File: src/rtl/serial_subtractor_pkg.sv
// Shared definitions for the serial subtractor: FSM state encoding and
// the DIGIT/WIDTH legality rule used at elaboration.
package serial_subtractor_pkg;

    typedef enum logic {
        IDLE = 1'b0,
        RUN  = 1'b1
    } state_t;

    // DIGIT must be a positive divisor of WIDTH so every step consumes a full digit.
    function automatic bit digit_legal(input int width, input int digit);
        return (width >= 1) && (digit >= 1) && (digit <= width) && ((width % digit) == 0);
    endfunction

endpackage

File: src/rtl/serial_subtractor_fullsub.sv
// One-bit full subtractor: Diff = A - B - Bin, Bout set when the bit underflows.
module fullsub (
    input  logic A,
    input  logic B,
    input  logic Bin,
    output logic Diff,
    output logic Bout
);

    assign Diff = A ^ B ^ Bin;
    assign Bout = (~A & B) | (~(A ^ B) & Bin);

endmodule

File: src/rtl/serial_subtractor.sv
// Multi-cycle unsigned subtractor: Diff = A - B - Bin, DIGIT bits per clock,
// LSB first, borrow carried between steps in a register.
module serial_subtractor
    import serial_subtractor_pkg::*;
#(
    parameter int WIDTH = 8,
    parameter int DIGIT = 1
) (
    input  logic             clk,
    input  logic             rst_n,
    input  logic             start,
    input  logic [WIDTH-1:0] A,
    input  logic [WIDTH-1:0] B,
    input  logic             Bin,
    output logic             busy,
    output logic             done,
    output logic [WIDTH-1:0] Diff,
    output logic             Borrow
);

    localparam int N  = WIDTH / DIGIT;
    localparam int CW = $clog2(N + 1);

    generate
        if (!digit_legal(WIDTH, DIGIT)) begin : g_bad_param
            $error("serial_subtractor: DIGIT (%0d) must divide WIDTH (%0d)", DIGIT, WIDTH);
        end
    endgenerate

    state_t           r_state;
    state_t           w_state_next;
    logic [WIDTH-1:0] r_a;
    logic [WIDTH-1:0] r_b;
    logic [WIDTH-1:0] r_res;
    logic [WIDTH-1:0] r_diff;
    logic             r_borrow;
    logic             r_bout;
    logic             r_done;
    logic [CW-1:0]    r_count;

    logic [DIGIT-1:0] w_dbits;
    logic [DIGIT:0]   w_bchain;
    logic [WIDTH-1:0] w_a_shift;
    logic [WIDTH-1:0] w_b_shift;
    logic [WIDTH-1:0] w_res_next;
    logic             w_accept;
    logic             w_last;

    // Borrow ripples through DIGIT full subtractors within one clock.
    assign w_bchain[0] = r_borrow;

    genvar gi;
    generate
        for (gi = 0; gi < DIGIT; gi++) begin : g_chain
            fullsub u_fullsub (
                .A    (r_a[gi]),
                .B    (r_b[gi]),
                .Bin  (w_bchain[gi]),
                .Diff (w_dbits[gi]),
                .Bout (w_bchain[gi+1])
            );
        end

        // A full-width digit leaves nothing to shift; the slices below would be empty.
        if (DIGIT == WIDTH) begin : g_single
            assign w_a_shift  = '0;
            assign w_b_shift  = '0;
            assign w_res_next = w_dbits;
        end else begin : g_multi
            assign w_a_shift  = {{DIGIT{1'b0}}, r_a[WIDTH-1:DIGIT]};
            assign w_b_shift  = {{DIGIT{1'b0}}, r_b[WIDTH-1:DIGIT]};
            assign w_res_next = {w_dbits, r_res[WIDTH-1:DIGIT]};
        end
    endgenerate

    always_ff @(posedge clk or negedge rst_n) begin
        if (!rst_n) begin
            r_state <= IDLE;
        end else begin
            r_state <= w_state_next;
        end
    end

    always_comb begin
        w_state_next = r_state;
        w_accept     = 1'b0;
        w_last       = 1'b0;
        case (r_state)
            IDLE: begin
                if (start) begin
                    w_accept     = 1'b1;
                    w_state_next = RUN;
                end
            end
            RUN: begin
                if (r_count == CW'(N - 1)) begin
                    w_last       = 1'b1;
                    w_state_next = IDLE;
                end
            end
            default: w_state_next = IDLE;
        endcase
    end

    always_ff @(posedge clk or negedge rst_n) begin
        if (!rst_n) begin
            r_a      <= '0;
            r_b      <= '0;
            r_res    <= '0;
            r_diff   <= '0;
            r_borrow <= 1'b0;
            r_bout   <= 1'b0;
            r_done   <= 1'b0;
            r_count  <= '0;
        end else begin
            r_done <= w_last;
            if (w_accept) begin
                r_a      <= A;
                r_b      <= B;
                r_borrow <= Bin;
                r_count  <= '0;
            end else if (r_state == RUN) begin
                r_a      <= w_a_shift;
                r_b      <= w_b_shift;
                r_res    <= w_res_next;
                r_borrow <= w_bchain[DIGIT];
                r_count  <= r_count + CW'(1);
                // Visible result only moves on the final step.
                if (w_last) begin
                    r_diff <= w_res_next;
                    r_bout <= w_bchain[DIGIT];
                end
            end
        end
    end

    assign busy   = (r_state == RUN);
    assign done   = r_done;
    assign Diff   = r_diff;
    assign Borrow = r_bout;

endmodule

File: config.mk
export PLATFORM = sky130hd
export DESIGN_NAME = serial_subtractor
export DESIGN_NICKNAME = d
export VERILOG_FILES = /design/src/rtl/serial_subtractor_pkg.sv /design/src/rtl/serial_subtractor_fullsub.sv /design/src/rtl/serial_subtractor.sv
export SDC_FILE = /design/constraint.sdc
export NUM_CORES = 1
export LEC_CHECK = 0
export CORE_ASPECT_RATIO = 0.5
export CORE_UTILIZATION = 30
export DETAILED_ROUTE_END_ITERATION = 8
export PLACE_DENSITY = 0.5
export SYNTH_ARGS = -nofsm -noshare
export SYNTH_HDL_FRONTEND = slang
export SYNTH_SLANG_ARGS = --single-unit
File: constraint.sdc
create_clock -name clk -period 1.55 [get_ports clk]
set_clock_uncertainty 0.15 [all_clocks]
set_input_delay 0.155 -clock clk [delete_from_list [all_inputs] [get_ports clk]]
set_output_delay 0.155 -clock clk [all_outputs]
set_load 0.1 [all_outputs]
==> qor.csv <==
metric,value,unit
cp_data_arrival_time,1.20,ns
rrSetupSlack,0.11,ns
nNetsFinal,189,
grt_util_all_layers,11.5,%
die-area,0.00593,sq mm
powerDensity,2280,mW/mm^2
min_period,1.50,ns
yosysWarnings,0,
grt.met1_usage,13.9,%
antenna_left,0,
path_delay_family,flip-flops,
io_pins,31,
worst_r2r_path_depth,3,
synth_edf_count,0,
ir_drop,1110,uV
grt_max_degree,25,
dp_slack,0.0608,ns
synth_top_area_cell,dfrtp_1,
cpMostUsedCell,buf_12,
antenna_cells,0,
grt.overflow.total,0,
synth_most_common_cell,dfrtp_1,
clock_path_buffers,2,
async_flop_share,100,%
slowest_stage,dfrtp_4,
critPathLaunchType,flop,
place_congestion,0.702,
fp.coreArea,0.00516,sq mm
ys_types,23,
hold_viol_final,0,
cp.required,1.24,ns
routedWlPerCell,12.3,microns
final_cell_area,0.00229,sq mm
use_met3,3.86,%
r2r_end,Diff[1]$_DFFE_PN0P_,
grt_pass1_wl,4.84,mm
synthTopCellsByCount,"39 x dfrtp_1, 17 x mux2i_1, 15 x nand2_1, 15 x o21ai_0, 8 x mux2_2",
cts_made_buffers,5,
place_area,0.00219,sq mm
grt.busiest_layer,met2,
wl,2.89,mm
setup_viol,0,
syn2layout_area_growth,36.1,%
path_clk_slew,0.07,ns
synthFlopType,dfrtp_1,
power.leakage,0.00107,uW
yosys.area.top_type_share,58.0,%
avgSynthCellArea,13.0,sq um
postCtsSetupRepairBufs,0,
vias_per_cell,4.49,
final_cells,236,
critPathMaxFanout,24,
slew_headroom,73.2,%
drc,0,
first_global_vias,1066,
synth_area,0.00168,sq mm
portBuffers,30,
synth_cells,129,
vias,1059,
cts_num_sinks,39,
met2_usage,18.4,%
yosysSeqAreaShare,58.0,%
path_cells,buf_12 -> buf_12,
crit_buf_inv,2,
hold_slack,0.177,ns
critPathMaxStageDelay,0.56,ns
tns,0,ns
slew_violations,0,
hold_path_class,input pin to asynchronous set/reset pin,
worstMarginPinSlew,0.402,ns
r2r-start,r_count[1]$_DFFE_PN0P_,
yosys-top-cells-area,"dfrtp_1 58%, mux2i_1 10%, mux2_4 6.2%, mux2_2 5.4%, o21ai_0 4.5%",
rows,18,
status,completed,
drive_above_1_share,25.9,%
ys_ff_latch,39,
drt_pass1_iterations,4,
die_x,108,microns
hpwlAfterDp,1.99,mm
drt_iter0_drc,20,
final.period_utilization,97.1,%
dp_cells,228,
die_h,55.0,microns
cap_violations,0,
critPathKind,flop to primary output,
setup_slack,0.0452,ns
cts_tree,built,
cts-root-buf,clkbuf_8,
initial_utilization,32.6,%
antenna_found_initial,0,
rsz0062_at_grt,false,
clock_latency,0.28,ns
synthesis.nets,151,
cp-end-kind,primary output,
fmax,665,MHz
htreeDepth,2,
layout make-up:
class / instances / area, sq um
Timing Repair Buffer: 38 / 480
Clock buffer: 6 / 72.6
Tap cell: 70 / 87.6
Multi-Input combinational cell: 80 / 659
Inverter: 3 / 11.3
Sequential cell: 39 / 980
Fill cell: 479 / 2870
power by group:
part           leakage [uW]  internal, uW  switching (uW)  total (uW)
registers          0.000490          1470             385        1850
logic              0.000540          1230            1530        2760
clock network     0.0000371           299             308         607
total               0.00107          3000            2220        5220
worst max path at each step:
stage	from	end	slack [ns]	cells after the start
after detailed placement	r_count[1]$_DFFE_PN0P_	Diff[1]$_DFFE_PN0P_	0.06	3
final	busy$_DFF_PN0_	busy	0.05	2
after global routing	busy$_DFF_PN0_	busy	0.003	2
after global placement	r_count[1]$_DFFE_PN0P_	Diff[5]$_DFFE_PN0P_	0.08	3
after CTS	busy$_DFF_PN0_	busy	0.04	2
after floorplan	busy$_DFF_PN0_	Diff[1]$_DFFE_PN0P_	-0.06	4
state kept, by name, indices dropped and copies added (netlist names), 4 cells and up:
signal / count
Diff: 8
r_a: 8
r_b: 8
r_count: 4
r_res: 7
per-layer routing:
| layer | vias to the layer above | wire, microns |
|---|---|---|
| met5 | - | 0 |
| met4 | 0 | 49 |
| met3 | 5 | 105 |
| met2 | 20 | 1320 |
| met1 | 516 | 1410 |
| li1 | 518 | - |
metrics by stage:
stage	util [%]	power, uW
CTS	44.1	5250
detailed placement	42.5	4610
finish	44.4	5220
global placement	42.5	4590
floorplan	-	3660
global route	44.4	5540
worst reg2reg max path, stage by stage, from the launching register on:
cell      delay [ns]
dfrtp_1         0.37
ha_2            0.25
nand4b_4        0.22
mux2_4          0.35
cell families (layout without fill, tap and decap cells):
family / after synthesis / in the layout / share of synthesized area, %
multiplexers: 32 / 32 / 21.7
buffers and inverters: 11 / 47 / 3.87
flip-flops: 39 / 39 / 58.0
adder cells (fa/ha/maj): 2 / 2 / 1.93
XOR/XNOR: 2 / 2 / 1.04
AND/OR/NAND/NOR: 23 / 24 / 6.69
AO/OA/AOI/OAI: 20 / 20 / 6.77
cell usage in the layout (no fill, tap or decap):
cell / Yosys / layout
a211oi_1: 1 / 1
a21oi_1: 1 / 1
a22o_1: 3 / 3
buf_12: 0 / 12
buf_2: 1 / 1
buf_4: 2 / 6
clkbuf_1: 3 / 1
clkbuf_8: 0 / 5
clkdlybuf4s50_1: 0 / 18
dfrtp_1: 39 / 38
dfrtp_4: 0 / 1
dlygate4sd3_1: 0 / 1
fa_1: 1 / 1
ha_2: 0 / 1
inv_1: 3 / 3
mux2_2: 8 / 8
mux2_4: 7 / 7
mux2i_1: 17 / 17
nand2_1: 15 / 15
nand2b_1: 1 / 1
nand3_1: 1 / 1
nand4b_2: 0 / 1
nand4b_4: 1 / 1
nor2_1: 4 / 4
nor2b_1: 1 / 1
o21ai_0: 15 / 15
xnor2_1: 1 / 1
xor2_1: 1 / 1
timing repair:
action                                  CTS  global route
hold buffers                              1             0
hold endpoints to repair                 23             0
endpoints found under the setup margin    0             8
gates resized for setup                   0             1
Note: power is estimated with default switching activity, not from simulation.
